## config.mk

```make
export PLATFORM = sky130hd
export DESIGN_NAME = pll_lock_sequencer_flat
export DESIGN_NICKNAME = d
export VERILOG_FILES = /design/src/rtl/pll_lock_sequencer_if.sv /design/src/rtl/pll_lock_sequencer.sv /design/src/flat_wrapper.sv
export SDC_FILE = /design/constraint.sdc
export NUM_CORES = 1
export LEC_CHECK = 0
export BUFFER_PORTS_ARGS = -buffer_cell sky130_fd_sc_hd__buf_4
export CAP_MARGIN = 40
export CORE_MARGIN = 2
export CORE_UTILIZATION = 30
export CTS_CLUSTER_SIZE = 30
export DETAILED_ROUTE_END_ITERATION = 8
export SLEW_MARGIN = 5
export SYNTH_ARGS = -nofsm -noshare
export SYNTH_HDL_FRONTEND = slang
export SYNTH_SLANG_ARGS = --single-unit
export TNS_END_PERCENT = 50
```

## constraint.sdc

```tcl
create_clock -name clock_in -period 4.4 [get_ports clock_in]
set_input_delay 0.88 -clock clock_in [delete_from_list [all_inputs] [get_ports clock_in]]
set_output_delay 0.88 -clock clock_in [all_outputs]
set_load 0.05 [all_outputs]
```

## src/rtl/pll_lock_sequencer_if.sv

```systemverilog
// Signal bundle between the PLL wrapper, the lock sequencer and the logic it resets.
// The sequencer uses the master modport. Its consumers use the slave modport.
interface pll_lock_sequencer_if #(
   parameter int CNT_WIDTH = 8
);
   logic                 locked_in;
   logic                 reset_out;
   logic                 ready;
   logic                 pll_rst;
   logic [CNT_WIDTH-1:0] lock_loss_count;

   modport master (
      input  locked_in,
      output reset_out,
      output ready,
      output pll_rst,
      output lock_loss_count
   );

   modport slave (
      output locked_in,
      input  reset_out,
      input  ready,
      input  pll_rst,
      input  lock_loss_count
   );
endinterface

```

## src/rtl/pll_lock_sequencer.sv

```systemverilog
// Turns the raw PLL LOCK signal into a debounced design-wide reset and a ready flag.
// If lock never arrives, it pulses a PLL reset request.
module pll_lock_sequencer #(
   parameter int SYNC_STAGES       = 2,
   parameter int STABLE_CYCLES     = 1024,
   parameter int RESET_HOLD_CYCLES = 16,
   parameter int TIMEOUT_CYCLES    = 65536,
   parameter int PLL_RST_CYCLES    = 4,
   parameter int CNT_WIDTH         = 8
) (
   input  logic                  clock_in,
   input  logic                  reset,
   pll_lock_sequencer_if.master  bus
);

   // One timer is shared by all states, so it is sized for the longest limit.
   localparam int MAX_AB = (STABLE_CYCLES > RESET_HOLD_CYCLES) ? STABLE_CYCLES : RESET_HOLD_CYCLES;
   localparam int MAX_CD = (TIMEOUT_CYCLES > PLL_RST_CYCLES) ? TIMEOUT_CYCLES : PLL_RST_CYCLES;
   localparam int T_MAX  = (MAX_AB > MAX_CD) ? MAX_AB : MAX_CD;
   localparam int TW     = (T_MAX > 1) ? $clog2(T_MAX) : 1;

   typedef enum logic [1:0] {
      WAIT_LOCK = 2'd0,
      STABLE    = 2'd1,
      RUN       = 2'd2,
      PLL_RESET = 2'd3
   } state_t;

   state_t                 state;
   logic [SYNC_STAGES-1:0] sync_q;
   logic                   locked_s;
   logic [TW-1:0]          timer;
   logic                   reset_out_q;
   logic                   ready_q;
   logic                   pll_rst_q;
   logic [CNT_WIDTH-1:0]   loss_cnt;

   assign locked_s = sync_q[SYNC_STAGES-1];

   // NOTE: every register here is updated with <=, so each one reads the value from before the edge.
   //       The synchronizer shift and the FSM therefore see consistent state.
   always_ff @(posedge clock_in) begin
      if (reset) begin
         state       <= WAIT_LOCK;
         sync_q      <= '0;
         timer       <= '0;
         reset_out_q <= 1'b1;
         ready_q     <= 1'b0;
         pll_rst_q   <= 1'b0;
         loss_cnt    <= '0;
      end else begin
         sync_q <= {sync_q[SYNC_STAGES-2:0], bus.locked_in};

         case (state)
            WAIT_LOCK: begin
               if (locked_s) begin
                  state <= STABLE;
                  timer <= '0;
               end else if (timer == TW'(TIMEOUT_CYCLES - 1)) begin
                  state     <= PLL_RESET;
                  pll_rst_q <= 1'b1;
                  timer     <= '0;
               end else begin
                  timer <= timer + 1'b1;
               end
            end

            // A drop here is treated as a glitch and is not counted as a lock loss.
            STABLE: begin
               if (!locked_s) begin
                  state <= WAIT_LOCK;
                  timer <= '0;
               end else if (timer == TW'(STABLE_CYCLES - 1)) begin
                  state       <= RUN;
                  reset_out_q <= 1'b0;
                  timer       <= '0;
               end else begin
                  timer <= timer + 1'b1;
               end
            end

            RUN: begin
               if (!locked_s) begin
                  state       <= WAIT_LOCK;
                  reset_out_q <= 1'b1;
                  ready_q     <= 1'b0;
                  timer       <= '0;
                  if (loss_cnt != '1) loss_cnt <= loss_cnt + 1'b1;
               end else if (timer == TW'(RESET_HOLD_CYCLES - 1)) begin
                  ready_q <= 1'b1;
               end else begin
                  timer <= timer + 1'b1;
               end
            end

            // Lock is deliberately ignored while the PLL is being reset.
            PLL_RESET: begin
               if (timer == TW'(PLL_RST_CYCLES - 1)) begin
                  state     <= WAIT_LOCK;
                  pll_rst_q <= 1'b0;
                  timer     <= '0;
               end else begin
                  timer <= timer + 1'b1;
               end
            end

            default: begin
               state <= WAIT_LOCK;
               timer <= '0;
            end
         endcase
      end
   end

   assign bus.reset_out       = reset_out_q;
   assign bus.ready           = ready_q;
   assign bus.pll_rst         = pll_rst_q;
   assign bus.lock_loss_count = loss_cnt;

endmodule

```

## src/flat_wrapper.sv

```systemverilog
// flat-port wrapper written by rule: the top's interface ports become plain ports
module pll_lock_sequencer_flat 
#(
   parameter int SYNC_STAGES       = 2,
   parameter int STABLE_CYCLES     = 1024,
   parameter int RESET_HOLD_CYCLES = 16,
   parameter int TIMEOUT_CYCLES    = 65536,
   parameter int PLL_RST_CYCLES    = 4,
   parameter int CNT_WIDTH         = 8
)
  (clock_in, reset, bus_locked_in, bus_reset_out, bus_ready, bus_pll_rst, bus_lock_loss_count);
  pll_lock_sequencer_if #(.CNT_WIDTH(CNT_WIDTH)) bus_i ();
  input  logic clock_in;
  input  logic reset;
  input wire logic [$bits(bus_i.locked_in)-1:0] bus_locked_in;
  output wire logic [$bits(bus_i.reset_out)-1:0] bus_reset_out;
  output wire logic [$bits(bus_i.ready)-1:0] bus_ready;
  output wire logic [$bits(bus_i.pll_rst)-1:0] bus_pll_rst;
  output wire logic [$bits(bus_i.lock_loss_count)-1:0] bus_lock_loss_count;
  assign bus_i.locked_in = bus_locked_in;
  assign bus_reset_out = bus_i.reset_out;
  assign bus_ready = bus_i.ready;
  assign bus_pll_rst = bus_i.pll_rst;
  assign bus_lock_loss_count = bus_i.lock_loss_count;
  pll_lock_sequencer #(.SYNC_STAGES(SYNC_STAGES), .STABLE_CYCLES(STABLE_CYCLES), .RESET_HOLD_CYCLES(RESET_HOLD_CYCLES), .TIMEOUT_CYCLES(TIMEOUT_CYCLES), .PLL_RST_CYCLES(PLL_RST_CYCLES), .CNT_WIDTH(CNT_WIDTH)) u_core (.clock_in(clock_in), .reset(reset), .bus(bus_i));
endmodule
```

==> results.txt <==
----------------------------------------------------
[Synthesis]
  Proportion of netlist area held by the largest area contributor ... 38.12%
  Top cells by area, synth ... sky130_fd_sc_hd__dfxtp_1 38%, sky130_fd_sc_hd__xor2_1 5.4%, sky130_fd_sc_hd__nor3_2 4.9%
  Leading post-synthesis cells by instance count ... 31 x sky130_fd_sc_hd__dfxtp_1, 14 x sky130_fd_sc_hd__nor2_1, 11 x sky130_fd_sc_hd__nand4_1
  Number of different library cells in the post-synthesis netlist ... 48
  Most frequently used cell type in the post-synthesis netlist ... sky130_fd_sc_hd__dfxtp_1
  Area leader, netlist ... sky130_fd_sc_hd__dfxtp_1
  Post-Syn Area per Cell ... 9.197 um^2
  Cell count after synthesis ... 177
  Synthesis warning total ... 0
  Flops & latches, synth ... 31
  Fraction of the yosys area taken by sequential cells ... 38.12%
  Post-synthesis net count ... 182
  Commonest register cell after synthesis ... sky130_fd_sc_hd__dfxtp_1
  Post-Syn Area ... 1628 um^2
  Post-synth EDFFs ... 0
  Post-synthesis async set-or-reset flop share ... 0%

[Global route]
  GRT overflow ... 0
  Wire length of the first global-routing pass ... 5899 um
  Pin count of the biggest net entering global routing ... 32
  Via count of the first global-routing pass ... 1289
  Global router's overall resource usage ... 12.17%
  Number of antenna violations at the first check in global routing ... 0

[Timing]
  Max_slew headroom ... 39.38%
  Least-Margin Pin Slew ... 0.9093 ns
  Aggregate negative setup slack ... 0 ns
  Hold Fails Final Rpt ... 0
  Achievable Freq ... 389.8 MHz
  RSZ-0062 raised after global routing ... false
  Worst-case setup margin in the final layout ... 1.835 ns
  Final-report setup violation count ... 0
  Pins over their slew limit ... 0
  Final min period ... 2.565 ns
  Skew final ... 0.006751 ns
  Portion of the clock cycle consumed by the worst path in the final layout ... 58.30%

[Worst setup path]
  Sequence of cells on the critical path ... ha_1, nand4_2, or4_1, a221oi_4, a2111oi_0
  Kind of critical path ... flop to flop
  CP max-delay cell ... sky130_fd_sc_hd__a221oi_4
  Worst path required time ... 4.52 ns
  Arrival time of the worst setup path ... 2.69 ns
  Critical R2R Launch ... u_core.timer[0]$_SDFFE_PP0P_
  Worst r2r path cells ... 5
  Element type at the critical path end ... flop
  Worst-path fanout max ... 15
  Critical Path Source Type ... flop
  Launch point of the critical path ... u_core.timer[0]$_SDFFE_PP0P_
  Delay of the slowest cell on the worst path ... 0.78 ns

[Floorplanning]
  Top-level I/O count ... 14
  Vertical die dimension ... 77.66 um
  Full die area ... 6031 um^2
  Horiz. Die Dim ... 77.66 um
  Initial Utilization ... 31.47%
  Core Footprint ... 5172 um^2
  Number of rows in the core area ... 26

[Cells and area]
  ANT cells ... 0
  Fraction of layout cells with a size suffix above 1 ... 20.63%
  Final net count ... 193
  Utilization of the core after routing ... 35.75%
  Area overhead of the layout relative to synthesis ... 13.60%
  Final design area excluding fillers ... 1849 um^2

[Route]
  DR WL/cell ... 12.75 um
  Remaining DRCs ... 0
  First drt pass iteration count ... 4
  Post-DR vias/cell ... 5.282
  Post-route antenna net violation count ... 0
  Starting DRT DRC Count ... 36
  Routed Wire Length ... 3303 um
  Via count ... 1368

[Clock tree]
  TritonCTS clock tree ... yes
  Clock buffer count from CTS ... 5
  Post-cts repair resize count ... 0
  Clk sink count ... 31
  Clock transition at path regs ... 0.07 ns
  Buffers from clock root to sink, at most ... 2
  Clock insertion delay at the later pin of the skew report ... 0.28 ns
  Setup fix buffers added after clock tree synthesis ... 0
  Number of hold buffers added after CTS ... 0
  CTS Root Buffer Type ... sky130_fd_sc_hd__clkbuf_8
  CTS H-Tree Depth ... 2

[Run status]
  Outcome ... finished, final reports clean

[Placement]
  Final Wtd Congestion ... 0.7601
  Setup slack at placement ... 1.825 ns
  Count of buffers from port buffering ... 13
  Placed wire-length estimate ... 2283 um
  Dpl cell area ... 1765 um^2

[Pwr]
  Sum of internal, switching and leakage power ... 523.6 uW
  Power per unit of standard cell area ... 283.1 nW/um^2
  P_leak ... 0.6082 nW
  Worst VDD drop ... 0.1967 mV

[Hold path]
  WHS Path Cells ... 1
  Worst hold path class ... flop to flop
  Beginning of the worst hold path ... u_core.sync_q[0]$_SDFF_PP0_

[Run]
  MaxCap Viol Count ... 0

----------------------------------------------------
==> critical path, delay by kind of cell (launching register included) <==
kind            cells  cell delay (ns)
compound gates      2             0.92
simple gates        2             0.80
flops               1             0.38
fa+ha+maj           1             0.30
==> worst paths after layout <==
check,to,slack [ns]
setup / recovery,u_core.timer[3]$_SDFFE_PP0P_,1.83
hold / removal,u_core.sync_q[1]$_SDFF_PP0_,0.44
setup reg to reg,u_core.timer[3]$_SDFFE_PP0P_,1.83
hold reg to reg,u_core.sync_q[1]$_SDFF_PP0_,0.44
==> layout make-up <==
type,instances,area [um^2]
clock inverters,3,15.01
inverters,3,11.26
fillers,534,3323
flip-flops and latches,31,620.6
well taps,70,87.58
clock buffers,5,68.82
repair buffers,13,97.59
multi-input cells,134,948.4
==> flip-flops by register name, summed over array words and instances, names as in the netlist <==
name / flops
u_core.sync_q: 2
u_core.timer: 16
u_core.bus.ready: 1
u_core.bus.reset_out: 1
u_core.bus.lock_loss_count: 8
u_core.state: 2
u_core.bus.pll_rst: 1
==> where the power goes <==
part,internal (mW),switching (mW)
Combinational,0.00703,0.0134
Sequential,0.284,0.00396
Clock,0.108,0.107
==> stage by stage <==
step,cells,hold slack (ns)
2_1_floorplan,177,0.4138
3_3_place_gp,251,0.4212
3_5_place_dp,251,0.4388
4_1_cts,259,0.4447
5_1_grt,259,0.4722
6_report,259,0.4392
==> per-layer routing <==
| metal | share of wire, % | global-route usage, % | vias up |
|---|---|---|---|
| met1 | 49 | 15.70 | 655 |
| li1 | - | - | 689 |
| met5 | 0 | 0 | - |
| met3 | 3.5 | 3.488 | 6 |
| met4 | 2.1 | 5.893 | 0 |
| met2 | 45 | 18.53 | 18 |
==> cells in the final DEF (no fill, tap or decap), types with 5 or more instances in the layout <==
cell type,count
sky130_fd_sc_hd__buf_4,13
sky130_fd_sc_hd__clkbuf_8,5
sky130_fd_sc_hd__dfxtp_1,31
sky130_fd_sc_hd__nand2_1,9
sky130_fd_sc_hd__nand3_1,7
sky130_fd_sc_hd__nand4_1,11
sky130_fd_sc_hd__nor2_1,14
sky130_fd_sc_hd__nor3_1,5
sky130_fd_sc_hd__nor3_2,8
sky130_fd_sc_hd__nor4_1,5
sky130_fd_sc_hd__o21ai_0,8
sky130_fd_sc_hd__xnor2_1,6
sky130_fd_sc_hd__xor2_1,10
==> cells by family (layout without fill, tap and decap cells) <==
group,count (synthesis),in the layout,synth area share [%]
flops,31,31,38.12
mux,1,1,0.6149
simple gates,86,86,33.67
buf+inv,12,24,3.612
xor+xnor,16,16,8.608
fa+ha+maj,2,2,1.537
compound gates,29,29,13.84
(Power assumes the default switching activity.)
